File: src/rtl/multicycle_control_unit.sv
// Multi-cycle instruction sequencer for the ASIP. Steps each instruction through
// fetch/decode/exec/mem/wb, waits on memory and the MODMUL unit, and halts on faults.
module multicycle_control_unit #(
    parameter int OP_W     = 4,
    parameter int FN_W     = 2,
    parameter int WAIT_MAX = 255
) (
    input  logic            clk,
    input  logic            rst_n,
    input  logic [OP_W-1:0] OpCode,
    input  logic [FN_W-1:0] Funct,
    input  logic            Zero,
    input  logic            Mem_Ready,
    input  logic            Mul_Done,
    output logic [1:0]      Branch,
    output logic [1:0]      Ext_Sel,
    output logic            Opb_Sel,
    output logic            Alu_Func,
    output logic [1:0]      WD_Sel,
    output logic            WR_En,
    output logic            WM_En,
    output logic            IR_En,
    output logic            PC_En,
    output logic            Take_Branch,
    output logic            Flag_En,
    output logic            Mem_Req,
    output logic            Mul_Start,
    output logic            Illegal,
    output logic            Bus_Err,
    output logic            Halted
);

    // state   | meaning
    // FETCH   | request instruction word, wait for Mem_Ready
    // DECODE  | latch decode word and instruction class
    // EXEC    | ALU/CMP/branch completion, or launch of LDR/STR
    // MEM     | data access, wait for Mem_Ready
    // WB      | load result write-back
    // MULWAIT | MODMUL running, wait for Mul_Done
    // HALT    | illegal opcode or watchdog timeout; left only by reset
    typedef enum logic [2:0] {
        S_FETCH, S_DECODE, S_EXEC, S_MEM, S_WB, S_MULWAIT, S_HALT
    } state_t;

    typedef enum logic [2:0] {
        C_ALU, C_CMP, C_LDR, C_STR, C_BR, C_NOP, C_MUL, C_ILL
    } cls_t;

    localparam int              WD_W     = 16;
    localparam logic [WD_W-1:0] WD_LAST  = WD_W'(WAIT_MAX - 1);
    localparam logic [7:0]      NOP_WORD = 8'b11_11_0_0_00;

    state_t          state_q, state_n;
    cls_t            cls_q, cls_n;
    logic [7:0]      dec_q, dec_n;
    logic            z_q;
    logic            ill_q, bus_err_q;
    logic            set_ill, set_bus_err;
    logic [WD_W-1:0] wd_cnt;
    logic            wd_tc;
    logic            take;

    // word layout: {Branch, Ext_Sel, Opb_Sel, Alu_Func, WD_Sel}
    always_comb begin
        dec_n = NOP_WORD;
        cls_n = C_ILL;
        if (OpCode == OP_W'(0)) begin
            cls_n = C_ALU;
            case (Funct)
                FN_W'(0): dec_n = 8'b11_00_0_0_00;
                FN_W'(1): dec_n = 8'b11_01_1_0_00;
                FN_W'(2): dec_n = 8'b11_00_0_1_00;
                FN_W'(3): dec_n = 8'b11_01_1_1_00;
                default:  cls_n = C_ILL;
            endcase
        end else if (OpCode == OP_W'(1)) begin
            cls_n = C_CMP;
            case (Funct)
                FN_W'(2): dec_n = 8'b11_00_0_1_00;
                FN_W'(3): dec_n = 8'b11_01_1_1_00;
                default:  cls_n = C_ILL;
            endcase
        end else if (OpCode == OP_W'(2)) begin
            cls_n = C_LDR;
            dec_n = 8'b11_10_1_0_01;
        end else if (OpCode == OP_W'(3)) begin
            cls_n = C_STR;
            dec_n = 8'b11_10_1_0_00;
        end else if (OpCode == OP_W'(4)) begin
            cls_n = C_BR;
            dec_n = 8'b00_11_0_0_00;
        end else if (OpCode == OP_W'(5)) begin
            cls_n = C_BR;
            dec_n = 8'b01_11_0_0_00;
        end else if (OpCode == OP_W'(6)) begin
            cls_n = C_BR;
            dec_n = 8'b10_11_0_0_00;
        end else if (OpCode == OP_W'(7)) begin
            cls_n = C_NOP;
        end else if (OpCode == OP_W'(8)) begin
            cls_n = C_MUL;
            dec_n = 8'b11_00_0_0_10;
        end
        if (cls_n == C_ILL) begin
            dec_n = NOP_WORD;
        end
    end

    assign {Branch, Ext_Sel, Opb_Sel, Alu_Func, WD_Sel} = dec_q;

    // Branch decision uses the flag as it stood before this EXEC cycle
    assign take = (dec_q[7:6] == 2'b10) ||
                  ((dec_q[7:6] == 2'b00) && z_q) ||
                  ((dec_q[7:6] == 2'b01) && !z_q);

    assign wd_tc = (wd_cnt == WD_LAST);

    always_comb begin
        state_n     = state_q;
        WR_En       = 1'b0;
        WM_En       = 1'b0;
        IR_En       = 1'b0;
        PC_En       = 1'b0;
        Take_Branch = 1'b0;
        Flag_En     = 1'b0;
        Mem_Req     = 1'b0;
        Mul_Start   = 1'b0;
        set_ill     = 1'b0;
        set_bus_err = 1'b0;
        unique case (state_q)
            S_FETCH: begin
                Mem_Req = 1'b1;
                if (Mem_Ready) begin
                    IR_En   = 1'b1;
                    state_n = S_DECODE;
                end else if (wd_tc) begin
                    set_bus_err = 1'b1;
                    state_n     = S_HALT;
                end
            end
            S_DECODE: begin
                unique case (cls_n)
                    C_ILL: begin
                        set_ill = 1'b1;
                        state_n = S_HALT;
                    end
                    C_NOP: begin
                        PC_En   = 1'b1;
                        state_n = S_FETCH;
                    end
                    C_MUL:   state_n = S_MULWAIT;
                    default: state_n = S_EXEC;
                endcase
            end
            S_EXEC: begin
                state_n = S_FETCH;
                unique case (cls_q)
                    C_ALU: begin
                        WR_En = 1'b1;
                        PC_En = 1'b1;
                    end
                    C_CMP: begin
                        Flag_En = 1'b1;
                        PC_En   = 1'b1;
                    end
                    C_BR: begin
                        PC_En       = 1'b1;
                        Take_Branch = take;
                    end
                    C_LDR, C_STR: state_n = S_MEM;
                    default: ;
                endcase
            end
            S_MEM: begin
                Mem_Req = 1'b1;
                WM_En   = (cls_q == C_STR);
                if (Mem_Ready) begin
                    if (cls_q == C_STR) begin
                        PC_En   = 1'b1;
                        state_n = S_FETCH;
                    end else begin
                        state_n = S_WB;
                    end
                end else if (wd_tc) begin
                    set_bus_err = 1'b1;
                    state_n     = S_HALT;
                end
            end
            S_WB: begin
                WR_En   = 1'b1;
                PC_En   = 1'b1;
                state_n = S_FETCH;
            end
            S_MULWAIT: begin
                Mul_Start = (wd_cnt == '0);
                if (Mul_Done) begin
                    WR_En   = 1'b1;
                    PC_En   = 1'b1;
                    state_n = S_FETCH;
                end else if (wd_tc) begin
                    set_bus_err = 1'b1;
                    state_n     = S_HALT;
                end
            end
            S_HALT:  ;
            default: state_n = S_HALT;
        endcase
    end

    always_ff @(posedge clk or negedge rst_n) begin
        if (!rst_n) begin
            state_q   <= S_FETCH;
            cls_q     <= C_NOP;
            dec_q     <= NOP_WORD;
            z_q       <= 1'b0;
            ill_q     <= 1'b0;
            bus_err_q <= 1'b0;
            wd_cnt    <= '0;
        end else begin
            state_q <= state_n;
            if (state_q == S_DECODE) begin
                cls_q <= cls_n;
                dec_q <= dec_n;
            end
            if (Flag_En) begin
                z_q <= Zero;
            end
            if (set_ill) begin
                ill_q <= 1'b1;
            end
            if (set_bus_err) begin
                bus_err_q <= 1'b1;
            end
            // watchdog counts dwell cycles within one wait state only
            if (state_n != state_q) begin
                wd_cnt <= '0;
            end else if (state_q == S_FETCH || state_q == S_MEM || state_q == S_MULWAIT) begin
                wd_cnt <= wd_cnt + WD_W'(1);
            end else begin
                wd_cnt <= '0;
            end
        end
    end

    assign Illegal = ill_q;
    assign Bus_Err = bus_err_q;
    assign Halted  = (state_q == S_HALT);

endmodule

File: config.mk
export PLATFORM = sky130hd
export DESIGN_NAME = multicycle_control_unit
export DESIGN_NICKNAME = d
export VERILOG_FILES = /design/src/rtl/multicycle_control_unit.sv
export SDC_FILE = /design/constraint.sdc
export NUM_CORES = 1
export LEC_CHECK = 0
export CORE_MARGIN = 3
export CORE_UTILIZATION = 40
export DETAILED_ROUTE_END_ITERATION = 10
export PLACE_DENSITY_LB_ADDON = 0.25
export SLEW_MARGIN = 20
export SYNTH_ARGS = -nofsm -noshare
export SYNTH_HDL_FRONTEND = slang
export SYNTH_SLANG_ARGS = --single-unit
export TNS_END_PERCENT = 1
File: constraint.sdc
create_clock -name clk -period 3.56 [get_ports clk]
set_clock_uncertainty 0.15 [all_clocks]
set_input_delay 0.534 -clock clk [delete_from_list [all_inputs] [get_ports clk]]
set_output_delay 0.534 -clock clk [all_outputs]
set_load 0.02 [all_outputs]
After elaboration in Yosys (flattened, before gate mapping)
Cells that the tools add are included.
Word-level totals
  logic and storage cells: 108
  register bits: 33
Cells by class
  add/subtract/negate cells: 1
  muxes and demuxes: 55
  reductions and logical operators: 17
  eq/ne operators: 28
Operator list (count)
  two-way mux 8 bit: 7
  two-way mux 16 bit: 2
  one-hot mux 8 bit (4 select lines): 1
  two-way mux 3 bit: 10
  equality test 3 bit, second input constant: 7
  two-way mux 1 bit: 21
  one-hot mux 3 bit (7 select lines): 1
  adder 16 x 1 -> 16 bit, second input constant: 1
  equality test 16 x 8 -> 1 bit, second input constant: 1
  equality test 4 x 3 -> 1 bit, second input constant: 4
  zero test 16 bit: 1
  equality test 3 x 2 -> 1 bit, second input constant: 4
  two-way mux 6 bit: 2
  one-hot mux 6 bit (2 select lines): 1
  two-way mux 2 bit: 5
  one-hot mux 3 bit (3 select lines): 1
  equality test 4 x 2 -> 1 bit, second input constant: 2
  two-way mux 7 bit: 1
  equality test 2 bit, second input constant: 3
  equality test 3 x 1 -> 1 bit, second input constant: 2
  zero test 3 bit: 2
  OR reduction 2 bit: 3
  one-hot mux 1 bit (5 select lines): 1
  equality test 2 x 1 -> 1 bit, second input constant: 2
  11 further kinds: 16

Logic depth before layout (Yosys ltp)
Gate-level depths: netlist of run 1.
  depth in word-level cells: 15
  mapped depth: 7
  gate-level depth less buffers: 6

Worst setup path before layout of run 1
No wires, ideal clock.
  kind: register to output
  from: register state_q[1]
  to: output port PC_En
  data arrival time: 1.719 ns
  setup slack: 1.157 ns
  data required time: 2.876 ns
  path buffers: 1
  stages on the path, launching flop included: 5
  cell sequence: dfrtp_1 -> buf_6 -> inv_1 -> nor4_1 -> a211o_1
Between the ends
  cells in the longest elaborated chain, start to end: 2
RTL lines
  start: declaration: line 53  | state_t state_q, state_n;
  start signal: assignment: line 220  | state_q <= state_n;
  equality test 3 bit, or another cell as far along: line 130  | unique case (state_q)
  one-hot mux 1 bit (5 select lines) (*): line 130
  end: declaration: line 23  | output logic PC_En,
Mark *: on every way between the ends. The rest lies on a longest branch, timed or not.

Worst setup path after layout of run 1
  from: input port OpCode[3]
  to: output port PC_En
Between the ends
  cells in the longest elaborated chain, start to end: 13
RTL lines
  start: declaration: line 10  | input logic [OP_W-1:0] OpCode,
  equality test 4 bit: line 100  | end else if (OpCode == OP_W'(8)) begin
  two-way mux 1 bit: line 100
  two-way mux 2 bit: line 98  | end else if (OpCode == OP_W'(7)) begin
  two-way mux 2 bit: line 95  | end else if (OpCode == OP_W'(6)) begin
  two-way mux 2 bit: line 92  | end else if (OpCode == OP_W'(5)) begin
  two-way mux 2 bit: line 89  | end else if (OpCode == OP_W'(4)) begin
  two-way mux 3 bit: line 86  | end else if (OpCode == OP_W'(3)) begin
  two-way mux 3 bit: line 83  | end else if (OpCode == OP_W'(2)) begin
  two-way mux 3 bit: line 76  | end else if (OpCode == OP_W'(1)) begin
  two-way mux 3 bit (*): line 67  | if (OpCode == OP_W'(0)) begin
  equality test 3 bit (*): line 142  | unique case (cls_n)
  two-way mux 1 bit (*): line 142
  one-hot mux 1 bit (5 select lines) (*): line 130
Marks and branches as above.

==> impl_metrics.json, run 1 <==
{
  "post-place-cells": 307,
  "final_max_slew_viol_count": 0,
  "start_kind": "input pin",
  "gp_congestion": 0.779,
  "cts_sinks": 33,
  "final_cell_area_um2": 2560,
  "drtIter0Drc": 134,
  "syn_to_final_growth_pct": 22.4,
  "power_density_nw_per_um2": 671,
  "fin_nets": 261,
  "holdCritPathClass": "flip-flop to flip-flop",
  "met1_length_mm": 2.47,
  "synth_nets": 232,
  "core_um2": 4880,
  "grt_pass1_vias": 1700,
  "wl_met2_mm": 2.11,
  "cts_htree_levels": 2,
  "ir_worst_vdd_uv": 444,
  "power.total_mw": 1.72,
  "port_buffers": 29,
  "ant_nets": 0,
  "yosysMostFrequentCell": "dfrtp_1",
  "finalSetupTns_ns": 0,
  "io_pins": 30,
  "numCtsBuffers": 5,
  "synth_commonest_cells": "dfrtp_1, o21ai_0, nand2_1",
  "yosys_warnings": 0,
  "antenna_found_initial": 0,
  "synthCells": 218,
  "fp.dieArea_um2": 6130,
  "grt_max_degree": 34,
  "synth_area_per_cell_um2": 9.58,
  "utilization_pct": 52.4,
  "hold_buffers": 0,
  "grt_overflow": 0,
  "cts_tree": "yes",
  "cp_data_required_time_ns": 2.88,
  "p_leak_nw": 0.959,
  "path_max_fanout": 2,
  "maxCapViolCount": 0,
  "placed_area_um2": 2440,
  "drc_errors": 0,
  "ys_types": 56,
  "cts_max_path_buffers": 2,
  "crit_path_end_kind": "output port",
  "clk_latency_ns": 0.29,
  "hold_violations": 0,
  "instances_no_fill": 315,
  "synth-main-ff-cell": "dfrtp_1",
  "period_minus_slack_ns": 3.17,
  "drt_pre_antenna_iters": 4,
  "synth_area_leaders": "dfrtp_1, dfstp_2, o21ai_0",
  "arrival_ns": 2.49,
  "slew_headroom_pct": 41.0,
  "rsz0062_at_grt": "no",
  "via_count": 1792,
  "routed_via_density": 5.69,
  "wl_per_cell_um": 15.3,
  "routed_wl_mm": 4.83,
  "rows": 25,
  "synth_edf_count": 0,
  "ys_ff_latch": 33,
  "synth_async_sr_flop_share_pct": 100,
  "max_freq_mhz": 315,
  "cts_setup_buffers": 0,
  "top_layer_used": "met4",
  "die_y_um": 78.3,
  "start_util_pct": 42.8,
  "diodes": 0,
  "worstMarginPinSlew_ns": 0.884,
  "path_class": "input pin to output port",
  "fin_crit_sh_pct": 89.0,
  "final_layout_size_suffix_gt1_share_pct": 16.9,
  "seq_area_frac_synth_pct": 39.9,
  "dr_wl_met3_um": 195,
  "cts-resized-gates": 0,
  "synth_top_area_share_pct": 32.3,
  "cts_root_buffer": "clkbuf_8",
  "die_w_um": 78.3,
  "synth.cell_area_um2": 2090,
  "clkTransAtPathRegs_ns": 0.07,
  "dp_hpwl_mm": 3.33,
  "grt_use_total_pct": 16.8,
  "setup_viol": 0,
  "status": "finished, final reports clean",
  "yosysTopAreaCell": "dfrtp_1",
  "grt_pass1_wl_mm": 8.19
}
==> flip-flops by register name, summed over array words and instances (netlist names) <==
register / count
z_q: 1
cls_q: 3
Bus_Err: 1
Illegal: 1
dec_q: 8
state_q: 3
wd_cnt: 16
==> path summary, 6_finish.rpt <==
check	startpoint	to	slack (ns)	depth (start not counted)
setup reg to reg	wd_cnt[13]$_DFF_PN0_	wd_cnt[15]$_DFF_PN0_	1.19	4
setup / recovery	OpCode[3]	PC_En	0.39	6
hold reg to reg	dec_q[3]$_DFFE_PN0P_	dec_q[3]$_DFFE_PN0P_	0.33	2
hold / removal	dec_q[3]$_DFFE_PN0P_	dec_q[3]$_DFFE_PN0P_	0.33	2
min in group asynchronous	rst_n	dec_q[3]$_DFFE_PN0P_	0.49	2
max in group asynchronous	rst_n	dec_q[7]$_DFFE_PN1P_	2.42	2
==> layout by cell type (no fill, tap or decap), types with 3 or more instances in the layout <==
cell type	n
nand4_1	5
nand2b_1	6
nor4_2	6
or4_1	4
clkbuf_8	6
ha_1	3
dfstp_2	6
nor2_1	12
buf_4	6
clkdlybuf4s50_1	29
nand2_1	13
nand3_1	9
nor3_1	10
xor2_1	5
nor4b_1	5
a21oi_1	6
a31oi_1	3
dfrtp_1	27
o31ai_1	3
nor4_1	10
o21ai_0	17
inv_1	8
xnor2_1	6
==> kinds of logic after synthesis <==
kind of cell | Yosys count | synth area share [%]
AOI/OAI and AO/OA | 48 | 17.3
xor gates and xnor gates | 11 | 4.61
adders and majority gates | 3 | 1.80
buffers and inverters | 21 | 4.67
DFF | 33 | 39.9
muxes | 1 | 0.539
and+or+nand+nor | 101 | 31.2
==> power breakdown <==
part / switching (mW) / internal [mW]
Combinational: 0.444 / 0.304
Sequential: 0.107 / 0.489
Clock: 0.144 / 0.228
Total: 0.695 / 1.02
==> per-stage QoR <==
step | worst slack [ns] | hold WS (ns)
6_report | 0.390 | 0.330
4_1_cts | 0.387 | 0.336
3_5_place_dp | 0.404 | 0.315
3_3_place_gp | 0.406 | 0.311
5_1_grt | 0.292 | 0.356
2_1_floorplan | 1.16 | 0.0884
==> layer usage <==
layer,track usage (%),up-vias
met2,24.1,28
met5,0,-
li1,-,888
met1,24.2,872
met3,4.70,4
met4,6.12,0
==> area by class of cell <==
class / instances / area, um2
multi-input combinational: 164 / 1160
sequential: 33 / 833
clock buffer: 7 / 86.3
fill: 474 / 2320
timing repair buffer: 35 / 335
clock inverter: 1 / 30.0
inverter: 8 / 30.0
tap: 67 / 83.8
==> worst max-delay path, stage by stage <==
cell,delay [ns]
clkdlybuf4s50_1,0.42
nand2b_1,0.15
or4_1,0.49
a21oi_1,0.18
a211o_1,0.12
clkdlybuf4s50_1,0.60
Power figures use the tool's default switching activity.
==> run 2: changes to the inputs <==
--- a/config.mk
+++ b/config.mk
@@ -8,8 +8,8 @@
 export CORE_MARGIN = 3
 export CORE_UTILIZATION = 40
 export DETAILED_ROUTE_END_ITERATION = 10
+export HOLD_SLACK_MARGIN = 0.03
 export PLACE_DENSITY_LB_ADDON = 0.25
-export SLEW_MARGIN = 20
 export SYNTH_ARGS = -nofsm -noshare
 export SYNTH_HDL_FRONTEND = slang
 export SYNTH_SLANG_ARGS = --single-unit
==> results of run 2 <==
No change in the layout: final DEF, timing and power equal those of run 1.
==> run 3: changes to the inputs <==
--- a/config.mk
+++ b/config.mk
@@ -10,6 +10,7 @@
 export DETAILED_ROUTE_END_ITERATION = 10
 export HOLD_SLACK_MARGIN = 0.03
 export PLACE_DENSITY_LB_ADDON = 0.25
+export SKIP_LAST_GASP = 1
 export SYNTH_ARGS = -nofsm -noshare
 export SYNTH_HDL_FRONTEND = slang
 export SYNTH_SLANG_ARGS = --single-unit
==> results of run 3 <==
No change in the layout: final DEF, timing and power equal those of run 1.
